### src/rtl/knn_point_streamer_if.sv
// Stream interface between the KNN point streamer (master) and the
// distance core (slave): held test point plus a valid/ready point stream.
`timescale 1ns/1ps
interface knn_point_streamer_if #(
  parameter int DATA_W = 40,
  parameter int IDX_W  = 4
);
  logic [DATA_W-1:0] tp;
  logic              pt_valid;
  logic              pt_ready;
  logic [DATA_W-1:0] pt_data;
  logic [IDX_W-1:0]  pt_idx;
  logic              pt_last;

  modport master (
    output tp, pt_valid, pt_data, pt_idx, pt_last,
    input  pt_ready
  );

  modport slave (
    input  tp, pt_valid, pt_data, pt_idx, pt_last,
    output pt_ready
  );
endinterface

### src/rtl/knn_point_streamer.sv
// knn_point_streamer: buffers a test point and up to N labelled dataset points,
// then on start streams the dataset points in write order over a valid/ready
// link to the KNN distance core.
// Point word: [DATA_W-1:32] label, [31:16] X, [15:0] Y.
// Optional build macro KNN_STREAMER_STALL_CNT_EN adds a saturating stall counter
// output (stall_cnt) that counts backpressure cycles of the current stream.
`timescale 1ns/1ps
module knn_point_streamer #(
  parameter  int DATA_W = 40,
  parameter  int N      = 10,
  localparam int IDX_W  = $clog2(N),
  localparam int CNT_W  = $clog2(N + 1)
) (
  input  logic               clk,
  input  logic               rst,
  input  logic               clr,
  input  logic               tp_wr,
  input  logic [DATA_W-1:0]  tp_wdata,
  input  logic               pt_wr,
  input  logic [DATA_W-1:0]  pt_wdata,
  input  logic               start,
  knn_point_streamer_if.master pt_if,
  output logic               busy,
  output logic               done,
  output logic [CNT_W-1:0]   count,
  output logic               wr_err
`ifdef KNN_STREAMER_STALL_CNT_EN
  ,
  output logic [15:0]        stall_cnt
`endif
);

  typedef enum logic [0:0] {
    ST_IDLE   = 1'b0,
    ST_STREAM = 1'b1
  } state_t;

  state_t            state_r;
  logic [DATA_W-1:0] mem_r [N];
  logic [CNT_W-1:0]  count_r;
  logic [IDX_W-1:0]  rd_idx_r;
  logic [DATA_W-1:0] tp_r;
  logic [DATA_W-1:0] pt_data_r;
  logic              pt_valid_r;
  logic              pt_last_r;
  logic              busy_r;
  logic              done_r;
  logic              wr_err_r;

  logic              wr_acc_s;
  logic              go_s;
  logic              hs_s;
  logic [CNT_W-1:0]  eff_count_s;
  logic [CNT_W-1:0]  last_idx_s;
  logic [IDX_W-1:0]  wr_idx_s;
  logic [IDX_W-1:0]  nxt_idx_s;
  logic [DATA_W-1:0] first_data_s;
  logic [DATA_W-1:0] nxt_data_s;

  // Decode write acceptance, stream launch and next-point lookup.
  always_comb begin
    wr_acc_s     = 1'b0;
    go_s         = 1'b0;
    eff_count_s  = count_r;
    first_data_s = mem_r[0];
    if ((state_r == ST_IDLE) && !clr && pt_wr && (count_r != CNT_W'(N))) begin
      wr_acc_s    = 1'b1;
      eff_count_s = count_r + CNT_W'(1);
    end else begin
      wr_acc_s    = 1'b0;
      eff_count_s = count_r;
    end
    if ((state_r == ST_IDLE) && !clr && start && (eff_count_s != CNT_W'(0))) begin
      go_s = 1'b1;
    end else begin
      go_s = 1'b0;
    end
    // An empty buffer with a same-cycle write streams the word being written.
    if (count_r == CNT_W'(0)) begin
      first_data_s = pt_wdata;
    end else begin
      first_data_s = mem_r[0];
    end
    hs_s       = pt_valid_r && pt_if.pt_ready;
    wr_idx_s   = count_r[IDX_W-1:0];
    nxt_idx_s  = rd_idx_r + IDX_W'(1);
    last_idx_s = count_r - CNT_W'(1);
    nxt_data_s = mem_r[nxt_idx_s];
  end

  // Point buffer storage; contents are don't-care after reset or clear.
  always_ff @(posedge clk) begin
    if (wr_acc_s) begin
      mem_r[wr_idx_s] <= pt_wdata;
    end
  end

  // Control FSM with registered stream and status outputs.
  always_ff @(posedge clk or negedge rst) begin
    if (!rst) begin
      state_r    <= ST_IDLE;
      count_r    <= '0;
      rd_idx_r   <= '0;
      tp_r       <= '0;
      pt_data_r  <= '0;
      pt_valid_r <= 1'b0;
      pt_last_r  <= 1'b0;
      busy_r     <= 1'b0;
      done_r     <= 1'b0;
      wr_err_r   <= 1'b0;
    end else begin
      done_r   <= 1'b0;
      wr_err_r <= 1'b0;
      if (clr) begin
        // Clear wins over any same-cycle request; the test point survives.
        state_r    <= ST_IDLE;
        count_r    <= '0;
        rd_idx_r   <= '0;
        pt_valid_r <= 1'b0;
        pt_last_r  <= 1'b0;
        busy_r     <= 1'b0;
      end else begin
        case (state_r)
          ST_IDLE: begin
            if (tp_wr) begin
              tp_r <= tp_wdata;
            end
            if (pt_wr) begin
              if (wr_acc_s) begin
                count_r <= eff_count_s;
              end else begin
                wr_err_r <= 1'b1;
              end
            end
            if (go_s) begin
              state_r    <= ST_STREAM;
              busy_r     <= 1'b1;
              rd_idx_r   <= '0;
              pt_valid_r <= 1'b1;
              pt_data_r  <= first_data_s;
              pt_last_r  <= (eff_count_s == CNT_W'(1));
            end else if (start) begin
              // Nothing to stream: report completion straight away.
              done_r <= 1'b1;
            end
          end
          ST_STREAM: begin
            if (pt_wr || tp_wr || start) begin
              wr_err_r <= 1'b1;
            end
            if (hs_s) begin
              if (pt_last_r) begin
                state_r    <= ST_IDLE;
                busy_r     <= 1'b0;
                pt_valid_r <= 1'b0;
                pt_last_r  <= 1'b0;
                done_r     <= 1'b1;
              end else begin
                rd_idx_r  <= nxt_idx_s;
                pt_data_r <= nxt_data_s;
                pt_last_r <= (CNT_W'(nxt_idx_s) == last_idx_s);
              end
            end
          end
          default: begin
            state_r    <= ST_IDLE;
            busy_r     <= 1'b0;
            pt_valid_r <= 1'b0;
            pt_last_r  <= 1'b0;
          end
        endcase
      end
    end
  end

`ifdef KNN_STREAMER_STALL_CNT_EN
  logic [15:0] stall_cnt_r;

  // Saturating count of backpressured cycles in the current stream.
  always_ff @(posedge clk or negedge rst) begin
    if (!rst) begin
      stall_cnt_r <= 16'h0000;
    end else if (go_s) begin
      stall_cnt_r <= 16'h0000;
    end else if ((state_r == ST_STREAM) && pt_valid_r && !pt_if.pt_ready &&
                 (stall_cnt_r != 16'hFFFF)) begin
      stall_cnt_r <= stall_cnt_r + 16'h0001;
    end
  end

  assign stall_cnt = stall_cnt_r;
`endif

  assign pt_if.tp       = tp_r;
  assign pt_if.pt_valid = pt_valid_r;
  assign pt_if.pt_data  = pt_data_r;
  assign pt_if.pt_idx   = rd_idx_r;
  assign pt_if.pt_last  = pt_last_r;
  assign busy           = busy_r;
  assign done           = done_r;
  assign count          = count_r;
  assign wr_err         = wr_err_r;

endmodule

### src/flat_wrapper.sv
// flat-port wrapper written by rule: the top's interface ports become plain ports
module knn_point_streamer_flat 
#(
  parameter  int DATA_W = 40,
  parameter  int N      = 10,
  localparam int IDX_W  = $clog2(N),
  localparam int CNT_W  = $clog2(N + 1)
)
  (clk, rst, clr, tp_wr, tp_wdata, pt_wr, pt_wdata, start, busy, done, count, wr_err, pt_if_tp, pt_if_pt_valid, pt_if_pt_data, pt_if_pt_idx, pt_if_pt_last, pt_if_pt_ready);
  knn_point_streamer_if #(.DATA_W(DATA_W), .IDX_W(4)) pt_if_i ();
  input  logic clk;
  input  logic rst;
  input  logic clr;
  input  logic tp_wr;
  input  logic [DATA_W-1:0] tp_wdata;
  input  logic pt_wr;
  input  logic [DATA_W-1:0] pt_wdata;
  input  logic start;
  output logic busy;
  output logic done;
  output logic [CNT_W-1:0] count;
  output logic wr_err;
  output wire logic [$bits(pt_if_i.tp)-1:0] pt_if_tp;
  output wire logic [$bits(pt_if_i.pt_valid)-1:0] pt_if_pt_valid;
  output wire logic [$bits(pt_if_i.pt_data)-1:0] pt_if_pt_data;
  output wire logic [$bits(pt_if_i.pt_idx)-1:0] pt_if_pt_idx;
  output wire logic [$bits(pt_if_i.pt_last)-1:0] pt_if_pt_last;
  input wire logic [$bits(pt_if_i.pt_ready)-1:0] pt_if_pt_ready;
  assign pt_if_tp = pt_if_i.tp;
  assign pt_if_pt_valid = pt_if_i.pt_valid;
  assign pt_if_pt_data = pt_if_i.pt_data;
  assign pt_if_pt_idx = pt_if_i.pt_idx;
  assign pt_if_pt_last = pt_if_i.pt_last;
  assign pt_if_i.pt_ready = pt_if_pt_ready;
  knn_point_streamer #(.DATA_W(DATA_W), .N(N)) u_core (.clk(clk), .rst(rst), .clr(clr), .tp_wr(tp_wr), .tp_wdata(tp_wdata), .pt_wr(pt_wr), .pt_wdata(pt_wdata), .start(start), .pt_if(pt_if_i), .busy(busy), .done(done), .count(count), .wr_err(wr_err));
endmodule
### config.mk
export PLATFORM = sky130hd
export DESIGN_NAME = knn_point_streamer_flat
export DESIGN_NICKNAME = d
export VERILOG_FILES = /design/src/rtl/knn_point_streamer_if.sv /design/src/rtl/knn_point_streamer.sv /design/src/flat_wrapper.sv
export SDC_FILE = /design/constraint.sdc
export NUM_CORES = 1
export LEC_CHECK = 0
export ABC_AREA = 1
export CORE_MARGIN = 1
export CORE_UTILIZATION = 62
export CTS_CLUSTER_SIZE = 14
export DETAILED_ROUTE_END_ITERATION = 10
export HOLD_SLACK_MARGIN = 0.02
export PLACE_DENSITY_LB_ADDON = 0.05
export SYNTH_ARGS = -nofsm -noshare
export SYNTH_HDL_FRONTEND = slang
export SYNTH_SLANG_ARGS = --single-unit
### constraint.sdc
create_clock -name clk -period 7.9 [get_ports clk]
set_clock_uncertainty 0.15 [all_clocks]
set_input_delay 2.37 -clock clk [delete_from_list [all_inputs] [get_ports clk]]
set_output_delay 2.37 -clock clk [all_outputs]
set_load 0.005 [all_outputs]
After elaboration in Yosys (flattened, before gate mapping)
Memory sizes are Yosys's and may differ from the RTL's.
Index checks and enable logic that the tools add are counted.

operators by class
  add/sub/neg operators = 3
  equal/unequal tests = 11
  multiplexer cells = 45
  bitwise gates (word level) = 2
  reductions and logical operators = 19

operator list
  cell                   number
  $mux W40               4
  $pmux W40 S2           1
  $mux W4                9
  $mux W1                25
  $reduce_and A3 Y1      4
  $pmux W1 S2            5
  $ne A3 B3 Y1 const B   3
  $add A4 B1 Y4 const B  2
  $pmux W4 S2            1
  $logic_and A1 B1 Y1    6
  $ne A2 B2 Y1 const B   3
  $eq A4 B1 Y1 const B   1
  $eq A4 B4 Y1           1
  $logic_not A4 Y1       1
  $ne A4 B4 Y1 const B   1
  $reduce_and A4 Y1      1
  $reduce_bool A2 Y1     2
  $reduce_bool A4 Y1     1
  $sub A4 B1 Y4 const B  1
  $ne A3 B2 Y1 const B   1
  $logic_or A1 B1 Y1     2
  $ne A2 B1 Y1 const B   1
  $not A1 Y1             2
  $reduce_and A2 Y1      1
  $logic_not A1 Y1       1

storage, ports and cells
  flip-flop bits (word level) = 93
  bits in writable memories = 400
  input port bits = 87
  output and inout port bits = 93
  memories = 1

memory list
  memory        words  width  rd ports  clocked after Yosys merged registers in  wr ports  RTL line                  text
  u_core.mem_r  10     40     2         0                                        1         knn_point_streamer.sv:39  logic [DATA_W-1:0] mem_r [N];

Logic depth before layout (Yosys ltp)
Gate-level depths: netlist of run 1.

  depth after elaboration = 11
  gate-level depth with buffers = 16
  gate-level depth less buffers = 14

Worst setup path before layout of run 1
OpenSTA, ideal clock, no wires.

  kind = input-to-reg
  from = in pt_wr
  to = mem u_core.mem_r[8][0] (enable)
  arrival = 5.355 ns
  required time = 7.263 ns
  path slack = 1.908 ns
  stages = 4
  path buffers = 0
  cell sequence = nand2_4 -> nor2_8 -> nand2_4 -> nor3_1

on the way
  cells in the longest elaborated chain, start to end = 5

RTL lines
  what                               RTL line                  text
  start: declaration                 flat_wrapper.sv:16        input logic pt_wr;
  $logic_and A1 B1 Y1 (2 in series)  knn_point_streamer.sv:66  if ((state_r == ST_IDLE) && !clr && pt_wr && (count_r != CNT_W'(N))) begin
  $mux W1                            knn_point_streamer.sv:66
  $mux W1                            knn_point_streamer.sv:93  if (wr_acc_s) begin
  $mux W1 (not written as such)      knn_point_streamer.sv:94  mem_r[wr_idx_s] <= pt_wdata;
  end: declaration                   knn_point_streamer.sv:39

Every way passes these cells.

Final worst setup path of run 1
  from = in clr
  to = reg u_core.pt_data_r[2] (netlist: u_core.pt_if.pt_data[2])

on the way
  cells in the longest elaborated chain, start to end = 10

RTL lines
  what                               RTL line                                            text
  start: declaration                 flat_wrapper.sv:13                                  input logic clr;
  $logic_not A1 Y1                   knn_point_streamer.sv:66, knn_point_streamer.sv:73
  $logic_and A1 B1 Y1                knn_point_streamer.sv:66, knn_point_streamer.sv:73
  $logic_and A1 B1 Y1 (2 in series)  knn_point_streamer.sv:66
  $mux W4                            knn_point_streamer.sv:66
  $reduce_bool A4 Y1                 knn_point_streamer.sv:73                            if ((state_r == ST_IDLE) && !clr && start && (eff_count_s != CNT_W'(0))) begin
  $logic_and A1 B1 Y1                knn_point_streamer.sv:73
  $mux W1                            knn_point_streamer.sv:73
  $ne A2 B1 Y1 (no line)             --
  $reduce_and A4 Y1 (no line) *      --
  end signal: assignment             knn_point_streamer.sv:140                           pt_data_r <= first_data_s;
  end signal: assignment             knn_point_streamer.sv:160                           pt_data_r <= nxt_data_s;
  end: declaration                   knn_point_streamer.sv:43                            logic [DATA_W-1:0] pt_data_r;

Every way passes the cells marked *; elsewhere a longest branch is shown, timed or not.
A chain may end at the register's enable or synchronous reset.

==> flow_summary.toml, run 1 <==
[cells_and_area]
nets = 2187
area_delta_synth_final_pct = 17.92
fillers = 2244
utilization = 0.7519
fin_area_sq_um = 24710
final_layout_size_suffix_gt1_frac = 0.08895
seq_area_sq_um = 14340
multi_input_area_sq_um = 5913

[timing]
rsz0062_at_grt = "false"
slew-limit-headroom = 0.1655
fin_crit_ps = 4864
fin_crit_sh = 0.6156
setup_viol = 0
finalMaxSlewViolations = 0
whs_ps = 323.7
fmax_ghz = 0.2056
hold_violations = 0
fin_tns_setup_ps = 0
worst_slew_pin_slew_ps = 1252

[yosys]
syn_nets = 2048
yosysWarningCount = 0
yosysTopAreaCell = "edfxtp_1"
synth_area_sq_um = 20960
synthTopCellsByArea = "edfxtp_1 57%, dfrtp_1 11%, nand2_1 10%, nor2_1 4.5%, nand3_1 4.1%"
synth_cells = 1955
syn_avg_cell_area_sq_um = 10.72
synth_cell_type_count = 32
yosysSeqAreaShare = 0.6842
synth.top_cell.area_share = 0.5731
synth_seq_cells = 493

[outcome]
outcome = "completed"

[routing]
drtPass1Iterations = 6
met3WireLength_mm = 4.840
drt_iter0_drc = 1665
wl_met2_mm = 24.45
num_vias = 15000
met1_length_mm = 21.04
drc = 0
drt_wl_total_mm = 51.80
via_per_inst = 5.817
antenna_left = 0
top_layer_used = "met4"
wl_per_cell_um = 20.08

[floorplan]
core-area_sq_um = 32870
die_h_um = 185.9
chipWidth_um = 185.9
io_pins = 180
dieArea_sq_um = 34540
num_rows = 66
start_util = 0.6377

[clocking]
cts_repair_resize_count = 0
cts_buffers = 50
tritoncts = "yes"
clock_latency_ps = 580
clkSlewWorstSetupHoldPaths_ps = 60
cts_setup_buffers = 0
cts_hold_buffers = 0
clk_path_buf_depth = 3
clock_sinks = 493
clock_tree.root_cell = "clkbuf_16"
h-tree-depth = 2

[grt]
grt_pass1_wl_mm = 78.93
grt_overflow = 0
antenna_found_initial = 1
grt_max_degree = 114
grt_pass1_vias = 14320
gr-usage-all-layers = 0.3047

[setup_path]
critPathMaxStageDelay_ps = 670
worstPathArrival_ps = 5160
crit_type = "input port to flop"
cp_slowest_cell = "clkdlybuf4s50_1"
cp_max_fo = 41
cp.required_ps = 8190
path_cells = "clkdlybuf4s50_1 > nor2_4 > nand2_4 > nor2_1 > nand2_1 > nand2_1 > nor2_2 > nand2_2 > nand2_4 > nand2_4 > nand2_4 > nand2_1 > nand2_1"
critical_path.endpoint_type = "flop"
reg2regPathDepth = 14
crit_path_start_kind = "input port"
rrSetupSlack_ps = 3480

[min_path]
hold_path_class = "flop to flop"
hold_depth = 2

[job]
drv_cap = 0

[power_and_ir_drop]
peakVddDrop_mv = 0.2138
power_density_nw_per_um2 = 256.5
leakage_nw = 9.804

[placement]
post-dp-hpwl_mm = 27.31
portBuffers = 179
gp_congestion = 0.8616
post_dp_cell_area_sq_um = 23070
[layout make-up]
type,instances,area share
multi-input combinational,1274,0.2393
clock inverter,22,0.008202
sequential,493,0.5804
clock buffer,72,0.05822
antenna,1,0.0001013
tap,442,0.02238
timing repair buffer,207,0.08091
inverter,68,0.01048
[layer usage]
metal,vias to the layer above,track usage
met5,-,0
met4,0,0.1052
met3,123,0.04578
met2,800,0.4964
met1,7159,0.4219
li1,6919,-
[placed cells by master, fill, tap and decap left out, types with 13 or more instances in the layout]
master,Yosys,routed
a21oi_1,43,42
a31oi_1,40,40
buf_4,4,29
clkbuf_16,0,51
clkdlybuf4s50_1,0,178
clkinv_2,1,13
dfrtp_1,93,91
edfxtp_1,400,400
inv_1,62,62
mux2_2,40,40
nand2_1,563,562
nand3_1,171,171
nor2_1,249,245
o21ai_0,122,122
[critical path, delay by kind of cell]
kind,cells,cell delay [ps]
buffers and inverters,1,670
and+or+nand+nor,12,2070
[final timing paths]
check,from,end
worst min register to register,u_core.pt_if.pt_data[37],u_core.pt_if.pt_data[37]
min in group asynchronous,rst,u_core.pt_if.tp[24]
max in group asynchronous,rst,u_core.pt_if.pt_idx[0]
worst max register to register,u_core.state_r,u_core.pt_if.pt_data[2]
worst max-delay path,clr,u_core.pt_if.pt_data[2]
worst min-delay path,u_core.pt_if.pt_data[37],u_core.pt_if.pt_data[37]
[cells in the mapped netlist]
cell type and instances:
a21oi_1 43, a31oi_1 40, buf_1 13, buf_2 35, buf_4 4, buf_6 4, buf_8 1, clkbuf_1 63
clkinv_1 2, clkinv_2 1, dfrtp_1 93, edfxtp_1 400, ha_1 6, inv_1 62, inv_2 3, mux2_2 40
nand2_1 563, nand2_2 11, nand2_4 6, nand3_1 171, nand3_2 1, nand4_1 4, nor2_1 249, nor2_2 1
nor2_4 1, nor2_8 1, nor3_1 8, o21ai_0 122, o22ai_1 1, o31ai_1 1, xnor2_1 3, xor2_1 2
[power breakdown]
part           internal [W]  switching [W]
Sequential          0.00299       0.000108
Clock               0.00137       0.000967
Combinational      0.000461       0.000442
Total               0.00482        0.00152
[registers in the layout (all words and copies together) (netlist names)]
register and count:
u_core.mem_r 400, u_core.pt_if.pt_data 40, u_core.pt_if.tp 40, u_core.count 4, u_core.pt_if.pt_idx 4, u_core.done 1, u_core.pt_if.pt_last 1, u_core.pt_if.pt_valid 1
u_core.state_r 1, u_core.wr_err 1
[logic make-up after synthesis]
group,share of synthesized area
adder cells (fa/ha/maj),0.003582
flip-flops,0.6842
multiplexers,0.02149
AND/OR/NAND/NOR,0.1981
AO/OA/AOI/OAI,0.05200
buffers and inverters,0.03851
XOR/XNOR,0.002090
[through the flow]
step / worst slack (ps) / instances / total power, W
finish: 3036 / 2579 / 0.006338
global route: 2883 / 2578 / 0.006567
CTS: 3101 / 2578 / 0.006362
detailed placement: 2526 / 2484 / 0.004051
global placement: 2597 / 2484 / 0.004027
floorplan: 1908 / 1955 / 0.003517
Note: power is estimated with default switching activity, not from simulation.
==> run 2: changes to the inputs <==
- CORE_UTILIZATION: 62 -> 58
- clock period: 7.9 -> 4.5 ns (I/O delays scaled with it)
==> run 2 against run 1 <==
Critical path depth is the same. Combinational power grew 76%. Final cell count grew 1.1%. Die area grew 6.8%. Worst hold slack lost 5.3 ps. Sequential share of layout area shrank 0.41 points. Sequential power grew 76%.
==> flow_summary.toml, run 2 (same netlist as run 1, synthesis figures left out) <==
[grt]
grt_pass1_vias = 14300
grt_max_degree = 123
grt_overflow = 0
gr-usage-all-layers = 0.2868
grt_pass1_wl_mm = 79.75
antenna_found_initial = 0

[setup_path]
cp-startpoint = "clr"
crit_type = "input port to flop"
cp_slowest_cell = "clkdlybuf4s50_1"
reg2regPathDepth = 14
rr_endpoint = "u_core.pt_if.pt_data[19]"
r2r_start = "u_core.state_r"
path_cells = "clkdlybuf4s50_1 > nor2_4 > nand2_4 > nor2_1 > nand2_1 > nand2_1 > nor2_2 > nand2_2 > nand2_4 > nand2_4 > nand2_4 > nand2_2 > nand2_1"
rrSetupSlack_ps = 1310
worstPathArrival_ps = 3860
cp_max_fo = 40
cp.required_ps = 4810
critPathMaxStageDelay_ps = 670
crit_top_cell = "nand2_4"
critical_path.endpoint_type = "flop"
endpoint = "u_core.pt_if.pt_data[26]"
crit_path_start_kind = "input port"

[cells_and_area]
diodes = 0
nets = 2199
area_delta_synth_final_pct = 18.76
final_cell_mix = "562 x nand2_1, 400 x edfxtp_1, 245 x nor2_1"
regMostFlops = "u_core.mem_r"
largest_reg_flops = 400
fin_area_sq_um = 24890
layout_commonest_cell = "nand2_1"
utilization = 0.6997
final_cells = 2608
final_layout_size_suffix_gt1_frac = 0.09176

[timing]
finalMaxSlewViolations = 0
slew-limit-headroom = 0.2772
rsz0062_at_grt = "false"
fin_crit_ps = 3549
fin_crit_sh = 0.7888
whs_ps = 318.4
setup_viol = 0
hold_violations = 0
fmax_ghz = 0.2817
worst_slew_pin_slew_ps = 1083

[min_path]
hold_path_class = "flop to flop"
min-delay-start = "u_core.pt_if.pt_data[35]"

[clocking]
clk_path_buf_depth = 3
cts_hold_buffers = 0
cts_setup_buffers = 0
tritoncts = "yes"
clkSlewWorstSetupHoldPaths_ps = 60
h-tree-depth = 2
cts_repair_resize_count = 0
cts_buffers = 50
clock_sinks = 493
clock_latency_ps = 590
clock_tree.root_cell = "clkbuf_16"

[placement]
post_dp_cell_area_sq_um = 23320
dp_cells = 2515
portBuffers = 179
post-dp-hpwl_mm = 28.23
gp_congestion = 0.8393

[routing]
wl_per_cell_um = 19.93
drt_iter0_drc = 1457
via_per_inst = 5.723
drc = 0
num_vias = 14930
drtPass1Iterations = 6
drt_wl_total_mm = 51.99
antenna_left = 0

[power_and_ir_drop]
peakVddDrop_mv = 0.3908
power_w = 0.01102
leakage_nw = 9.873
power_density_nw_per_um2 = 442.9

[floorplan]
chipWidth_um = 192.1
start_util = 0.5892
die_h_um = 192.1
core-area_sq_um = 35570
num_rows = 69
dieArea_sq_um = 36900
io_pins = 180

[job]
drv_cap = 0

[outcome]
outcome = "completed"
==> run 2: changes by cell type in the layout (fill, tap and decap cells not counted), sizes merged <==
| cell | previous run | this run |
|---|---|---|
| clkinv | 19 | 22 |
| inv | 68 | 66 |
| diode | 1 | 0 |
| buf | 29 | 41 |
| bufinv | 3 | 1 |
==> run 2: worst max-delay path, delay by kind of cell <==
family,cells,cell delay [ps]
buffers and inverters,1,670
AND/OR/NAND/NOR,12,1780
==> run 2: per-stage QoR <==
stage / TNS (ps) / setup slack (ps)
4_1_cts: 0 / 969.7
3_5_place_dp: 0 / 386.9
6_report: 0 / 950.5
3_3_place_gp: 0 / 512.8
2_1_floorplan: -94340 / -471.8
5_1_grt: 0 / 796.4
==> run 2: routing by layer <==
layer | part of all wire | up-vias | track usage
li1 | - | 6942 | -
met1 | 0.42 | 7092 | 0.3982
met2 | 0.45 | 771 | 0.4532
met4 | 0.029 | 0 | 0.1099
met3 | 0.097 | 121 | 0.05171
met5 | 0 | - | 0
==> run 2: area by class of cell <==
class                      instances  area, sq um
fill                            2609        10680
sequential                       493        14340
timing repair buffer             219         2215
inverter                          68        259.0
multi-input combinational       1274         5926
clock inverter                    21        123.9
clock buffer                      72         1445
tap                              461        576.8
==> run 2: power by group <==
group          leakage, nW  switching (W)  total (W)  internal [W]
logic                 4.34       0.000769    0.00159      0.000820
clock network        0.782        0.00169    0.00397       0.00228
registers             4.75       0.000218    0.00547       0.00525
==> run 2: worst min path at each step <==
| stage | end | depth (start not counted) |
|---|---|---|
| after floorplan | u_core.pt_if.pt_data[0] | 2 |
| after global placement | u_core.pt_if.pt_data[36] | 2 |
| after detailed placement | u_core.pt_if.pt_data[36] | 2 |
| after CTS | u_core.pt_if.pt_data[36] | 2 |
| after global routing | u_core.pt_if.pt_data[36] | 2 |
| final | u_core.pt_if.pt_data[35] | 2 |
